**config.mk**
```make
export PLATFORM = sky130hd
export DESIGN_NAME = pred_writeback_sequencer
export DESIGN_NICKNAME = d
export VERILOG_FILES = /design/src/rtl/pred_writeback_sequencer.sv
export SDC_FILE = /design/constraint.sdc
export NUM_CORES = 1
export LEC_CHECK = 0
export ABC_AREA = 1
export CORE_UTILIZATION = 60
export DETAILED_ROUTE_END_ITERATION = 6
export PLACE_DENSITY_LB_ADDON = 0.08
export REMOVE_ABC_BUFFERS = 1
export SYNTH_ARGS = -nofsm -noshare
export SYNTH_HDL_FRONTEND = slang
export SYNTH_SLANG_ARGS = --single-unit
```
**constraint.sdc**
```tcl
create_clock -name clk -period 3.5 [get_ports clk]
set_input_delay 0.7 -clock clk [delete_from_list [all_inputs] [get_ports clk]]
set_output_delay 0.7 -clock clk [all_outputs]
set_load 0.02 [all_outputs]
```
**src/rtl/pred_writeback_sequencer.sv**
```systemverilog
// pred_writeback_sequencer: FIFO-buffered writeback plus warp-clear FSM driving the predicate file.
// Optional PRED_WB_MERGE_EN: pop a same-warp/same-addr head pair as one merged write.
module pred_writeback_sequencer #(
  parameter int NUM_LANES  = 8,
  parameter int NUM_REGS   = 32,
  parameter int NUM_WARPS  = 8,
  parameter int FIFO_DEPTH = 4,
  localparam int AW = $clog2(NUM_REGS),
  localparam int WW = $clog2(NUM_WARPS)
) (
  input  logic                 clk,
  input  logic                 rst_n,
  input  logic                 req_valid,
  output logic                 req_ready,
  input  logic [WW-1:0]        req_warp,
  input  logic [AW-1:0]        req_addr,
  input  logic [NUM_LANES-1:0] req_mask,
  input  logic [NUM_LANES-1:0] req_data,
  input  logic                 init_valid,
  output logic                 init_ready,
  input  logic [WW-1:0]        init_warp,
  output logic [NUM_LANES-1:0] write_en,
  output logic [AW-1:0]        waddr,
  output logic [NUM_LANES-1:0] wdata,
  output logic [WW-1:0]        warp_selector,
  output logic                 busy,
  output logic                 init_done
);

  localparam int PW = $clog2(FIFO_DEPTH);
  localparam int CW = PW + 1;
  localparam int NW = AW + 1;

  typedef struct packed {
    logic [WW-1:0]        warp;
    logic [AW-1:0]        addr;
    logic [NUM_LANES-1:0] mask;
    logic [NUM_LANES-1:0] data;
  } entry_t;

  typedef enum logic {
    IDLE,
    INIT
  } state_e;

  state_e               state_q, state_d;
  entry_t               mem_q [FIFO_DEPTH];
  logic [CW-1:0]        wr_ptr_q, rd_ptr_q;
  logic [CW-1:0]        count;
  logic                 fifo_empty, fifo_full;
  logic                 push;
  logic [1:0]           pop_n;
  entry_t               head, req_entry;
  logic [WW-1:0]        warp_q, warp_d;
  logic [NW-1:0]        cnt_q, cnt_d;
  logic [NUM_LANES-1:0] we_q, we_d;
  logic [AW-1:0]        waddr_q, waddr_d;
  logic [NUM_LANES-1:0] wdata_q, wdata_d;
  logic [WW-1:0]        wsel_q, wsel_d;
  logic                 busy_q, done_q, done_d;

  // Pointers carry one extra bit so full and empty stay distinguishable.
  assign count      = wr_ptr_q - rd_ptr_q;
  assign fifo_empty = (count == '0);
  assign fifo_full  = (count == CW'(FIFO_DEPTH));
  assign req_ready  = !fifo_full;
  assign init_ready = (state_q == IDLE) && fifo_empty;
  assign push       = req_valid && req_ready;
  assign head       = mem_q[rd_ptr_q[PW-1:0]];

  assign req_entry = '{
    warp: req_warp,
    addr: req_addr,
    mask: req_mask,
    data: req_data
  };

`ifdef PRED_WB_MERGE_EN
  logic [CW-1:0] rd_ptr_p1;
  entry_t        nxt;
  logic          pair_hit;

  assign rd_ptr_p1 = rd_ptr_q + CW'(1);
  assign nxt       = mem_q[rd_ptr_p1[PW-1:0]];
  assign pair_hit  = (count >= CW'(2))
                  && (nxt.warp == head.warp)
                  && (nxt.addr == head.addr);
`endif

  always_comb begin
    state_d = state_q;
    warp_d  = warp_q;
    cnt_d   = cnt_q;
    pop_n   = 2'd0;
    we_d    = '0;
    waddr_d = waddr_q;
    wdata_d = wdata_q;
    wsel_d  = wsel_q;
    done_d  = 1'b0;
    unique case (state_q)
      IDLE: begin
        if (init_valid && init_ready) begin
          state_d = INIT;
          warp_d  = init_warp;
          cnt_d   = '0;
        end else if (!fifo_empty) begin
          pop_n   = 2'd1;
          we_d    = head.mask;
          waddr_d = head.addr;
          wdata_d = head.data;
          wsel_d  = head.warp;
`ifdef PRED_WB_MERGE_EN
          // Younger entry wins on lanes it enables.
          if (pair_hit) begin
            pop_n   = 2'd2;
            we_d    = head.mask | nxt.mask;
            wdata_d = (nxt.mask & nxt.data)
                    | (~nxt.mask & head.data);
          end
`endif
        end
      end
      INIT: begin
        if (cnt_q == NW'(NUM_REGS)) begin
          state_d = IDLE;
          done_d  = 1'b1;
        end else begin
          we_d    = '1;
          waddr_d = cnt_q[AW-1:0];
          wdata_d = '0;
          wsel_d  = warp_q;
          cnt_d   = cnt_q + NW'(1);
        end
      end
      default: state_d = IDLE;
    endcase
  end

  always_ff @(posedge clk or negedge rst_n) begin
    if (!rst_n) begin
      state_q  <= IDLE;
      wr_ptr_q <= '0;
      rd_ptr_q <= '0;
      warp_q   <= '0;
      cnt_q    <= '0;
      we_q     <= '0;
      waddr_q  <= '0;
      wdata_q  <= '0;
      wsel_q   <= '0;
      busy_q   <= 1'b0;
      done_q   <= 1'b0;
      for (int i = 0; i < FIFO_DEPTH; i++) begin
        mem_q[i] <= '0;
      end
    end else begin
      state_q  <= state_d;
      warp_q   <= warp_d;
      cnt_q    <= cnt_d;
      we_q     <= we_d;
      waddr_q  <= waddr_d;
      wdata_q  <= wdata_d;
      wsel_q   <= wsel_d;
      done_q   <= done_d;
      busy_q   <= (state_q != IDLE) || !fifo_empty;
      rd_ptr_q <= rd_ptr_q + CW'(pop_n);
      if (push) begin
        mem_q[wr_ptr_q[PW-1:0]] <= req_entry;
        wr_ptr_q <= wr_ptr_q + CW'(1);
      end
    end
  end

  assign write_en      = we_q;
  assign waddr         = waddr_q;
  assign wdata         = wdata_q;
  assign warp_selector = wsel_q;
  assign busy          = busy_q;
  assign init_done     = done_q;

endmodule

```
Yosys cells after proc, flatten, opt, wreduce, memory -nomap -nowiden
Index checks and enable logic that the tools add are counted.

Register bits: 138. Word-level logic and storage cells: 87.

$add $sub $neg: 4. $lt $le $gt $ge: 3. Equal/unequal tests: 6. Muxes and demuxes: 33. Bitwise logic cells: 3. Reductions and logical operators: 11.

Operator list (count): bitwise mux 96 bit (1); 2-to-1 mux 24 bit (3); binary-select mux 24 bit (select 2 bit) (1); demux 24 bit (select 2 bit) (1); 2-to-1 mux 8 bit (6); case mux 8 bit (2 select lines) (2); 2-to-1 mux 5 bit (3); 2-to-1 mux 6 bit (2); case mux 6 bit (2 select lines) (1); case mux 5 bit (2 select lines) (1); 2-to-1 mux 3 bit (3); adder 6 x 1 -> 6 bit, second input constant (1); == test 6 bit, second input constant (1); greater-or-equal comparator 3 bit, second input constant (2); 2-to-1 mux 1 bit (6); inequality test 2 bit, second input constant (3); NOT 2 -> 3 bit (2); case mux 3 bit (2 select lines) (1); logical AND 1 bit (4); AND reduction 2 bit (2); adder 3 x 1 -> 3 bit, second input constant (1); adder 3 x 2 -> 3 bit (1); == test 3 bit, second input constant (1); logical NOT 3 bit (1); other kinds (9) (10).

Depth between registers and ports, before layout
Gate-level depths: netlist (run 1).

Depth in word-level cells: 7. Mapped depth: 14.

Worst setup path after synthesis (run 1)
Ideal clock, no wire load.

Kind: reg2out. Start point: register rd_ptr_q[1]. End point: output port init_ready. Data arrival time: 1.756 ns. Slack: 1.044 ns. Cell stages (with the launch flop): 9. Buffers on the path: 1. Cell sequence: dfrtp_1 > inv_1 > clkbuf_1 > ha_1 > a21oi_1 > nand2_1 > nand2_1 > nand2_1 > nor2_1.

Cells in the longest elaborated chain, start to end: 3.

RTL lines: from (decl) (RTL line 48) `logic [CW-1:0] wr_ptr_q, rd_ptr_q;`; from (signal assigned) (RTL line 165) `rd_ptr_q <= rd_ptr_q + CW'(pop_n);`; subtractor 3 bit (RTL line 63) `assign count = wr_ptr_q - rd_ptr_q;`; logical NOT 3 bit (RTL line 64) `assign fifo_empty = (count == '0);`; logical AND 1 bit (RTL line 67) `assign init_ready = (state_q == IDLE) && fifo_empty;`; to (decl) (RTL line 20) `output logic init_ready,`.

Every way passes these cells.

Worst setup path after layout (run 1)
Start point: register wr_ptr_q[1]. End point: output port init_ready.

Cells in the longest elaborated chain, start to end: 3.

RTL lines: from (decl) (RTL line 48); from (signal assigned) (RTL line 168) `wr_ptr_q <= wr_ptr_q + CW'(1);`; subtractor 3 bit (RTL line 63); logical NOT 3 bit (RTL line 64); logical AND 1 bit (RTL line 67).

Every way passes these cells.

==> results of run 1 <==
## flip-flops by register name (all words and copies together) (netlist names)
register,cells
rd_ptr_q,3
busy,1
wr_ptr_q,3
warp_selector,3
cnt_q,6
state_q,1
wdata,8
waddr,5
mem_q,96
write_en,8
warp_q,3
init_done,1
## cells in the final DEF, fill, tap and decap left out, types with 8 or more instances in the layout
master,n
nand2_1,279
nand3_1,142
dfrtp_1,138
clkdlybuf4s50_1,57
o21ai_0,45
nor2_1,42
nand2_2,25
inv_1,19
clkbuf_16,16
buf_4,13
ha_1,10
o22a_1,8
o22ai_1,8
## final cells by class
type	instances	area, um^2
Multi-Input combinational cell	572	2670
Sequential cell	138	3450
Inverter	23	88.8
Clock inverter	12	219
Timing Repair Buffer	72	699
Fill cell	783	2680
Tap cell	136	170
Clock buffer	20	445
## cells by family after synthesis
group,synth area share [%]
compound gates,5.53
xor+xnor,0.538
fa+ha+maj,1.92
buf+inv,6.03
flops,53.0
simple gates,32.9
## critical path, stage by stage, from the launching register on
cell and delay (ps):
dfrtp_1 420, ha_1 350, a21oi_1 170, nand2_1 90, nand2_1 110, nand2_1 90, nor2_1 130, clkdlybuf4s50_1 620
## routing by layer
metal	GRT usage, %	vias to the layer above
li1	-	2622
met1	43.7	2769
met2	52.9	285
met3	7.05	38
met4	14.4	0
met5	0	-
## power breakdown
part / switching (mW) / internal [mW]
logic: 2.54 / 1.30
clock network: 0.687 / 1.34
registers: 0.416 / 2.35
## final timing paths
path,start,to,slack [ps],depth (start not counted)
max,wr_ptr_q[1],init_ready,270,7
min,rst_n,mem_q[80],140,1
max reg2reg,wr_ptr_q[1],rd_ptr_q[2],900,10
min reg2reg,mem_q[95],mem_q[95],470,2
max in group asynchronous,rst_n,warp_selector[1],2560,2
min in group clk,mem_q[95],mem_q[95],470,2
## through the flow
step / cells / util (%)
2_1_floorplan: 733 / -
3_3_place_gp: 941 / 67.9
3_5_place_dp: 941 / 67.9
4_1_cts: 973 / 74.3
5_1_grt: 973 / 74.3
6_report: 973 / 74.3
==> results.cfg, run 1 <==
[outcome]
run_status = finished, final reports clean

[sta]
layout_worst_path_cycle_share_pct = 92.3
rsz0062_at_grt = false
slew_violations = 0
worstMarginPinSlew_ps = 767
setup_slack_ps = 270
hold_viol_final = 0
skew_ps = 6.53
whs_ps = 144
fin_crit_ps = 3230
fin_setup_tns_ps = 0
max_slew_margin_pct = 48.9
max_freq_mhz = 310
setup_violations = 0

[placed_design]
dp_hpwl_um = 9550
placed_area_mm2 = 0.00708
port_buffers = 58
place_ws_ps = 850
gp_congestion = 0.802

[clock_tree]
worst_skew_pair.late_latency_ps = 550
clk_path_buf_depth = 2
cts_tree = done
root_buffer = clkbuf_8
hold_buffers = 0
clkSinkCount = 138
cts_buffers = 17
cts.repair.resized = 0
cts.clk_slew.worst_paths_ps = 60
cts_setup_buffers = 0
cts.htree.levels = 4

[synth]
ys_ff_latch = 138
netlist_instances = 784
yosys.area.top_type = dfrtp_1
seq_area_frac_synth_pct = 53.0
syn_area_mm2 = 0.00651
syn_avg_cell_area_um2 = 8.31
synth_most_common_cell = nand2_1
ys_types = 26
synth_edf_count = 0
ys.flop_type = dfrtp_1
synth.area.top_cells = dfrtp_1, nand2_1, nand3_1
synth_commonest_cells = nand2_1, nand3_1, dfrtp_1
synthArstFlopShare_pct = 100
yosys_warnings = 0
synth_top_area_share_pct = 53.0

[setup_path]
path_class = reg -> out
critical_path_peak_fanout = 4
startpoint_type = register
critPathRequiredTime_ps = 2800
critPathCaptureType = primary output
worstPathArrival_ps = 2530

[global_routing]
grt_pass1_wl_um = 28400
antenna_found_initial = 0
grt_use_total_pct = 33.1
grt_pass1_vias = 5761
grt_max_degree = 76
grt_overflow = 0

[power]
peakVddDrop_uv = 688
p_leak_nw = 3.92
p_per_area_mw_per_mm2 = 1110
total_power_mw = 8.63

[route]
wl_um = 17300
first_pass_iters = 6
drtIter0Drc = 476
route.met3.wl_um = 1410
met2_length_um = 8340
detail_route.wl_per_cell_um = 17.7
routed.top_layer = met4
drc = 0
vias_per_cell = 5.87
ant_nets = 0
m1WireLength_um = 7020
dr_total_vias = 5714

[floorplanning]
dieArea_mm2 = 0.0113
core_region_area_mm2 = 0.0104
start_util_pct = 62.5
die_h_um = 106
rows = 37
boundaryPins = 59
fp.dieW_um = 106

[cells_and_area]
fin_area_mm2 = 0.00774
layout.nets = 865
final_layout_size_suffix_gt1_share_pct = 9.20
area_delta_synth_final_pct = 18.9
antenna_cells = 0

[hold_path]
hold_class = in -> async

[flow_run]
timing.max_cap.violations = 0
Note: power is estimated with default switching activity, not from simulation.
==> run 2: changes to the inputs <==
--- a/config.mk
+++ b/config.mk
@@ -10,6 +10,7 @@
 export DETAILED_ROUTE_END_ITERATION = 6
 export PLACE_DENSITY_LB_ADDON = 0.08
 export REMOVE_ABC_BUFFERS = 1
+export SETUP_SLACK_MARGIN = 0.3
 export SYNTH_ARGS = -nofsm -noshare
 export SYNTH_HDL_FRONTEND = slang
 export SYNTH_SLANG_ARGS = --single-unit
==> run 2 against run 1 <==
Compared with the run above: critical endpoint is now req_ready; sequential cell count unchanged; clock skew is 1.6 ps higher; sequential power barely moved; combinational power is essentially flat; clock-buffer cell count stayed put; setup slack better by 270 ps; clock power hardly changed; first-iteration DRC count did not move; largest power group unchanged; sequential share of layout area is essentially flat; final cell count stayed put.
==> results.cfg, run 2 (synthesized netlist as in run 1, its figures left out) <==
[setup_path]
cpMaxStageDelayCell = clkdlybuf4s50_1
worstPathCellList = ha_1, a21oi_1, nand2_1, nand3_2, clkdlybuf4s50_1
critPathMaxStageDelay_ps = 600
startpoint_type = register
critical_path_peak_fanout = 4
path_class = reg -> out
critPathCaptureType = primary output
critPathRequiredTime_ps = 2800
worstPathArrival_ps = 2260

[clock_tree]
root_buffer = clkbuf_8
clk_path_buf_depth = 2
cts_buffers = 17
worst_skew_pair.late_latency_ps = 550
cts.repair.resized = 1
cts_tree = done
hold_buffers = 0
cts_setup_buffers = 0
clkSinkCount = 138
cts.clk_slew.worst_paths_ps = 60
cts.htree.levels = 4

[power]
p_per_area_mw_per_mm2 = 1110
p_leak_nw = 3.92
total_power_mw = 8.62
peakVddDrop_uv = 688

[floorplanning]
die_h_um = 106
boundaryPins = 59
start_util_pct = 62.5
fp.dieW_um = 106
rows = 37
core_region_area_mm2 = 0.0104
dieArea_mm2 = 0.0113

[sta]
max_freq_mhz = 337
hold_viol_final = 0
fin_crit_ps = 2960
fin_setup_tns_ps = 0
max_slew_margin_pct = 48.1
skew_ps = 8.18
layout_worst_path_cycle_share_pct = 84.7
setup_violations = 0
rsz0062_at_grt = false
slew_violations = 0
worstMarginPinSlew_ps = 779

[cells_and_area]
regMostFlops = mem_q
final_common_cell = nand2_1
area_delta_synth_final_pct = 18.9
fin_util_pct = 74.3
final_layout_size_suffix_gt1_share_pct = 9.20
layout.nets = 865
instances_no_fill = 973
largest_reg_flops = 96
antenna_cells = 0
layout_common_cells = nand2_1, nand3_1, dfrtp_1, clkdlybuf4s50_1, o21ai_0

[flow_run]
timing.max_cap.violations = 0

[route]
dr_total_vias = 5720
vias_per_cell = 5.88
detail_route.wl_per_cell_um = 17.7
wl_um = 17200
first_pass_iters = 5
drtIter0Drc = 476
ant_nets = 0
drc = 0

[outcome]
run_status = finished, final reports clean

[global_routing]
grt_pass1_vias = 5761
grt_max_degree = 76
grt_overflow = 0
antenna_found_initial = 0
grt_use_total_pct = 33.1
grt_pass1_wl_um = 28400

[hold_path]
hold_class = in -> async

[placed_design]
port_buffers = 58
dp_hpwl_um = 9550
gp_congestion = 0.802
placed_cells = 941
[run 2: path summary, 6_finish.rpt]
path                        startpoint          endpoint  slack [ps]  depth (start not counted)
max                        wr_ptr_q[1]         req_ready         540                          5
min                              rst_n         mem_q[80]         140                          1
max reg2reg                wr_ptr_q[1]       rd_ptr_q[2]         900                         10
min reg2reg                  mem_q[95]         mem_q[95]         470                          2
max in group asynchronous        rst_n  warp_selector[1]        2560                          2
min in group clk             mem_q[95]         mem_q[95]         470                          2
[run 2: critical path: cells and delay by family, from the launching register on]
family                     cells  cell delay (ps)
and+or+nand+nor                2              170
DFF                            1              420
buffers and inverters          1              600
AOI/OAI and AO/OA              1              170
adders and majority gates      1              350
[run 2: power breakdown]
group | internal [mW] | leakage (nW) | switching (mW)
Combinational | 1.30 | 1.87 | 2.54
Clock | 1.34 | 0.321 | 0.687
Sequential | 2.35 | 1.72 | 0.416
Total | 4.98 | 3.92 | 3.64
[run 2: per-layer routing]
metal / part of all wire, % / GRT usage, %
met5: 0 / 0
met2: 48 / 52.9
met3: 8.1 / 7.05
met4: 2.7 / 14.4
met1: 41 / 43.7
[run 2: per-stage QoR]
stage	setup WS (ps)	hold slack, ps	instance area (um^2)
after detailed placement	850	453	7080
after global routing	375	188	7740
after CTS	526	162	7740
final	535	143	7740
after global placement	920	448	7080
after floorplan	503	404	6210
[run 2: cell type report]
cell class | instances | area [um^2]
repair buffers | 72 | 698
multi-input cells | 572 | 2670
inverters | 23 | 88.8
clock inverters | 12 | 219
fillers | 784 | 2680
well taps | 136 | 170
flip-flops and latches | 138 | 3450
clock buffers | 20 | 445
